===== config.mk =====
export PLATFORM = sky130hd
export DESIGN_NAME = bcd_scan_ctrl
export DESIGN_NICKNAME = d
export VERILOG_FILES = /design/src/rtl/clock_disp_pkg.sv /design/src/rtl/bcd_scan_ctrl_scan_timer.sv /design/src/rtl/bcd_scan_ctrl.sv
export SDC_FILE = /design/constraint.sdc
export NUM_CORES = 1
export LEC_CHECK = 0
export ABC_AREA = 1
export BUFFER_PORTS_ARGS = -buffer_cell sky130_fd_sc_hd__clkbuf_2
export CORE_UTILIZATION = 58
export CTS_BUF_LIST = sky130_fd_sc_hd__clkbuf_4
export CTS_CLUSTER_DIAMETER = 200
export DETAILED_ROUTE_END_ITERATION = 8
export PLACE_DENSITY = 0.8
export SLEW_MARGIN = 20
export SYNTH_ARGS = -nofsm -noshare
export SYNTH_HDL_FRONTEND = slang
export SYNTH_SLANG_ARGS = --single-unit

===== constraint.sdc =====
create_clock -name clk -period 2.05 [get_ports clk]
set_input_delay 0.205 -clock clk [delete_from_list [all_inputs] [get_ports clk]]
set_output_delay 0.205 -clock clk [all_outputs]
set_load 0.02 [all_outputs]

===== src/rtl/clock_disp_pkg.sv =====
// Shared definitions for the digital clock display path: scanner FSM states,
// BCD code constants and a small BCD helper.
package clock_disp_pkg;

  localparam logic [1:0] ST_IDLE  = 2'd0;
  localparam logic [1:0] ST_BLANK = 2'd1;
  localparam logic [1:0] ST_SHOW  = 2'd2;

  // 4'hF drives every 74LS42 output high, so no digit is enabled
  localparam logic [3:0] BCD_NONE   = 4'hF;
  localparam int         MAX_DIGITS = 10;

  function automatic logic bcd_valid(input logic [3:0] d);
    return (d <= 4'd9);
  endfunction

endpackage


===== src/rtl/bcd_scan_ctrl_scan_timer.sv =====
// Slot timer for the display scanner: counts clocks within one digit slot and
// flags the end of the blanking guard and the end of the slot.
module scan_timer #(
  parameter int SCAN_DIV     = 100000,
  parameter int BLANK_CYCLES = 16,
  parameter int CNT_W        = $clog2(SCAN_DIV)
) (
  input  logic clk,
  input  logic rst_n,
  input  logic run,
  output logic slot_end,
  output logic blank_end
);

  logic [CNT_W-1:0] cnt;

  // Held at zero while not running, so a slot always starts from a clean count
  always_ff @(posedge clk) begin
    if (!rst_n) begin
      cnt <= '0;
    end else if (!run || slot_end) begin
      cnt <= '0;
    end else begin
      cnt <= cnt + 1'b1;
    end
  end

  assign slot_end  = run && (cnt == CNT_W'(SCAN_DIV - 1));
  assign blank_end = run && (cnt == CNT_W'(BLANK_CYCLES - 1));

endmodule


===== src/rtl/bcd_scan_ctrl.sv =====
// Time-multiplexed digit scanner driving a 74LS42 digit decoder and the segment
// decoder, with a blanking guard at the start of every digit slot.
module bcd_scan_ctrl
  import clock_disp_pkg::*;
#(
  parameter int NUM_DIGITS   = 6,
  parameter int SCAN_DIV     = 100000,
  parameter int BLANK_CYCLES = 16
) (
  input  logic                    clk,
  input  logic                    rst_n,
  input  logic                    en,
  input  logic                    load,
  input  logic [4*NUM_DIGITS-1:0] digits_in,
  input  logic [NUM_DIGITS-1:0]   blank_mask,
  output logic [3:0]              sel_bcd,
  output logic [3:0]              seg_bcd,
  output logic                    blank,
  output logic                    frame_done
);

  localparam int CNT_W = $clog2(SCAN_DIV);

  if (NUM_DIGITS < 1 || NUM_DIGITS > MAX_DIGITS) begin : g_bad_num_digits
    $error("bcd_scan_ctrl: NUM_DIGITS must be in 1..%0d", MAX_DIGITS);
  end
  if (BLANK_CYCLES < 1 || BLANK_CYCLES >= SCAN_DIV) begin : g_bad_blank_cycles
    $error("bcd_scan_ctrl: need 1 <= BLANK_CYCLES < SCAN_DIV");
  end

  logic [1:0]              state;
  logic [3:0]              idx;
  logic [4*NUM_DIGITS-1:0] pending;
  logic [4*NUM_DIGITS-1:0] shadow;
  logic                    pend_valid;
  logic                    run;
  logic                    slot_end;
  logic                    blank_end;
  logic                    last_idx;
  logic                    wrap;
  logic                    take_new;
  logic [3:0]              cur_digit;
  logic                    cur_mask;
  logic                    show_now;

  assign run      = en && (state != ST_IDLE);
  assign last_idx = (idx == 4'(NUM_DIGITS - 1));
  assign wrap     = (state == ST_SHOW) && slot_end && last_idx;
  assign take_new = pend_valid && (wrap || (en && state == ST_IDLE));

  scan_timer #(
    .SCAN_DIV    (SCAN_DIV),
    .BLANK_CYCLES(BLANK_CYCLES),
    .CNT_W       (CNT_W)
  ) u_timer (
    .clk      (clk),
    .rst_n    (rst_n),
    .run      (run),
    .slot_end (slot_end),
    .blank_end(blank_end)
  );

  always_ff @(posedge clk) begin
    if (!rst_n) begin
      state <= ST_IDLE;
      idx   <= '0;
    end else if (!en) begin
      state <= ST_IDLE;
      idx   <= '0;
    end else begin
      case (state)
        ST_IDLE: begin
          state <= ST_BLANK;
          idx   <= '0;
        end
        ST_BLANK: begin
          if (blank_end) state <= ST_SHOW;
        end
        ST_SHOW: begin
          if (slot_end) begin
            state <= ST_BLANK;
            idx   <= last_idx ? 4'd0 : idx + 4'd1;
          end
        end
        default: begin
          state <= ST_IDLE;
          idx   <= '0;
        end
      endcase
    end
  end

  // A load in the same cycle as a transfer stays pending: the later assignment wins
  always_ff @(posedge clk) begin
    if (!rst_n) begin
      pending    <= '0;
      shadow     <= '0;
      pend_valid <= 1'b0;
    end else begin
      if (take_new) begin
        shadow     <= pending;
        pend_valid <= 1'b0;
      end
      if (load) begin
        pending    <= digits_in;
        pend_valid <= 1'b1;
      end
    end
  end

  always_comb begin
    cur_digit = BCD_NONE;
    cur_mask  = 1'b1;
    for (int k = 0; k < NUM_DIGITS; k++) begin
      if (idx == 4'(k)) begin
        cur_digit = shadow[4*k +: 4];
        cur_mask  = blank_mask[k];
      end
    end
  end

  assign show_now = en && (state == ST_SHOW) && !cur_mask && bcd_valid(cur_digit);

  always_ff @(posedge clk) begin
    if (!rst_n) begin
      sel_bcd    <= BCD_NONE;
      seg_bcd    <= BCD_NONE;
      blank      <= 1'b1;
      frame_done <= 1'b0;
    end else begin
      sel_bcd    <= show_now ? idx : BCD_NONE;
      seg_bcd    <= show_now ? cur_digit : BCD_NONE;
      blank      <= !show_now;
      frame_done <= wrap;
    end
  end

endmodule


==> results.toml <==
[run_status]
status = "completed"

[global_route]
grt_max_degree = 50
grt_antenna_before_repair = 0
grt_overflow = 0
grt_pass1_vias = 2846
grt_pass1_wl_um = 11900
grt_use_total_pct = 23.7

[routing]
wl_um = 7110
via_per_inst = 5.21
wl_per_cell_um = 11.6
drc = 0
ant_nets = 0
drtIter0Drc = 110
dr_total_vias = 3191
drt_pre_antenna_iters = 4

[worst_setup_path]
cp-end-kind = "flip-flop"
required_ns = 2.37
cpPeakStageDelay_ns = 0.37
critPathKind = "flip-flop to flip-flop"
path_max_fanout = 48
worstPathArrival_ns = 2.16
start_kind = "flip-flop"
critical_path.slowest_cell = "dfxtp_1"
crit_top_cell = "nand2_1"
cp_cell_sequence = "ha_1 -> nand2_1 -> inv_2 -> nand2_1 -> nor2_4 -> nand4_4 -> o21bai_4 -> buf_12 -> nand3_1 -> nand2_1 -> nor2_1"

[power_and_ir_drop]
p_int_w = 0.00201
powerDensity_nw_per_um2 = 679
pwr-share-clk_pct = 28.8
p_switching_w = 0.000706
p_leak_nw = 1.65
peakVddDrop_mv = 0.478
p_total_w = 0.00271
p_sw_share_pct = 26.0
seqPwrFrac_pct = 61.9
combPwrFrac_pct = 9.3

[die]
io_pins = 44
initial_core_util_pct = 60.6
dieHeight_um = 81.1
dieWidth_um = 81.1
rows = 28
dieArea_um2 = 6580
coreArea_um2 = 5990

[clock_tree]
cts.repair.resized = 0
ctsHtreeMaxLevel = 3
cts_tree = "built"
cts_sinks = 82
clock_latency_ns = 0.41
max-clock-path-buffers = 2
post-cts-setup-buffer-count = 0
cts_buffers = 9
clk_pin_slew_ns = 0.12
cts_hold_buf = 0
clockRootBuffer = "clkbuf_4"

[sta]
hold-worst-slack_ns = 0.0637
period_minus_slack_ns = 1.85
tightest_slew_ns = 0.539
fin_crit_sh_pct = 90.1
setup_viol = 0
hold_viol_final = 0
slew-limit-headroom_pct = 64.1
tns_ns = 0
maxSlewViolCount = 0
max_freq_mhz = 542
rsz0062_at_grt = "false"
fin_skew_ns = 0.00805

[yosys]
syn_area_um2 = 3630
synth-seq-cells = 82
syn_inst = 493
syn_nets = 528
synth.avg_cell_area_um2 = 7.37
seq_area_frac_synth_pct = 45.2
yosysWarnings = 0
ys_types = 36

[hold_path]
hold_class = "primary input to flip-flop"

[final_layout]
fill_cells = 536
drive_above_1_share_pct = 18.6
n_antenna_cell = 0
area_growth_pct = 9.96
final_nets = 567
multi_input_comb_area_um2 = 1650
seq_area_um2 = 1640

[flow_run]
maxCapViolations = 0

[placed_design]
gp_congestion = 0.806
hpwlAfterDp_um = 5100
io_buffers = 43
[per-layer routing]
metal  routed length [µm]  track usage (%)  vias up
li1                     -                -     1698
met3                  271             4.61       18
met1                 3440             30.2     1405
met4                  176             13.0        0
met5                    0                0        -
met2                 3220             37.6       70
[through the flow]
stage | setup slack [ns] | cells | area, µm² | util (%)
finish | 0.204 | 612 | 3990 | 66.6
global route | 0.00932 | 612 | 3990 | 66.6
CTS | 0.194 | 612 | 3990 | 66.6
detailed placement | 0.223 | 596 | 3880 | 64.8
global placement | 0.283 | 596 | 3880 | 64.8
floorplan | 0.447 | 493 | 3630 | -
[sequential cells by signal, indices dropped and copies added (netlist names)]
signal,count
u_timer.cnt,17
state,2
idx,4
sel_bcd,4
pending,24
frame_done,1
blank,1
seg_bcd,4
shadow,24
pend_valid,1
[power groups by stage]
stage	Clock (W)	Sequential (W)	Combinational (W)
6_report	0.000780	0.00168	0.000252
5_1_grt	0.000861	0.00169	0.000293
4_1_cts	0.000802	0.00168	0.000253
3_5_place_dp	0	0.00172	0.000252
3_3_place_gp	0	0.00171	0.000246
2_1_floorplan	0	0.00171	0.000195
[synthesized netlist by cell type]
| master | n | area, µm² |
|---|---|---|
| o211ai_1 | 1 | 7.51 |
| buf_12 | 1 | 20.0 |
| nor2_2 | 3 | 18.8 |
| o21ai_1 | 2 | 10.0 |
| nor3_2 | 1 | 10.0 |
| nand3_1 | 51 | 255 |
| nand4_4 | 1 | 21.3 |
| inv_2 | 11 | 41.3 |
| a21oi_1 | 52 | 260 |
| buf_2 | 6 | 30.0 |
| a21oi_2 | 11 | 96.3 |
| a21boi_1 | 1 | 7.51 |
| o21a_1 | 3 | 22.5 |
| nor3_1 | 7 | 35.0 |
| o21bai_4 | 1 | 18.8 |
| dfxtp_1 | 82 | 1640 |
| nor4_1 | 4 | 25.0 |
| nor2_4 | 1 | 11.3 |
| buf_1 | 3 | 11.3 |
| xor2_1 | 6 | 52.6 |
| xnor2_1 | 1 | 8.76 |
| nor2_1 | 69 | 259 |
| nand2_1 | 68 | 255 |
| o22ai_1 | 3 | 18.8 |
| or2_0 | 1 | 6.26 |
| nand3b_1 | 2 | 15.0 |
| nand4_1 | 4 | 25.0 |
| or2_2 | 3 | 18.8 |
| clkbuf_1 | 10 | 37.5 |
| or2_1 | 2 | 12.5 |
| inv_1 | 46 | 173 |
| buf_6 | 2 | 22.5 |
| o21ai_0 | 29 | 145 |
| ha_1 | 1 | 12.5 |
| nand2_2 | 3 | 18.8 |
| and3_1 | 1 | 6.26 |
[area by class of cell]
type | count | area share (%)
Tap cell | 75 | 2.35
Timing Repair Buffer | 50 | 7.02
Clock buffer | 10 | 1.88
Sequential cell | 82 | 41.1
Inverter | 57 | 5.36
Clock inverter | 6 | 0.846
Multi-Input combinational cell | 332 | 41.4
[worst max-delay path, delay by kind of cell, from the launching register on]
family	cells	cell delay (ns)
AND/OR/NAND/NOR	7	0.73
buffers and inverters	2	0.30
flip-flops	1	0.37
adder cells (fa/ha/maj)	1	0.17
AO/OA/AOI/OAI	1	0.16
[kinds of logic after synthesis]
family                     synth area share [%]
and+or+nand+nor                            27.4
adders and majority gates                 0.345
buffers and inverters                      9.24
AOI/OAI and AO/OA                          16.2
DFF                                        45.2
xor gates and xnor gates                   1.69
[cell usage in the layout, fill, tap and decap left out, drive strengths merged]
cell       n
or2        6
inv       57
and3       1
nand3     51
o21bai     1
dfxtp     82
clkinvlp   2
a21boi     1
a21oi     63
nor4       4
nand3b     2
o211ai     1
xnor2      1
nand2     71
nand4      5
o22ai      3
ha         1
clkinv     4
o21a       3
o21ai     31
buf        7
clkbuf    53
nor2      73
nor3       8
xor2       6
[path summary, 6_finish.rpt]
path	start	end	slack [ns]	cells after the start
setup / recovery	u_timer.cnt[0]$_SDFF_PP0_	shadow[23]$_SDFFE_PN0P_	0.20	11
hold / removal	digits_in[16]	pending[16]$_SDFFE_PN0P_	0.06	3
setup reg to reg	u_timer.cnt[0]$_SDFF_PP0_	shadow[23]$_SDFFE_PN0P_	0.20	11
hold reg to reg	u_timer.cnt[0]$_SDFF_PP0_	u_timer.cnt[0]$_SDFF_PP0_	0.46	1
Power figures use the tool's default switching activity.
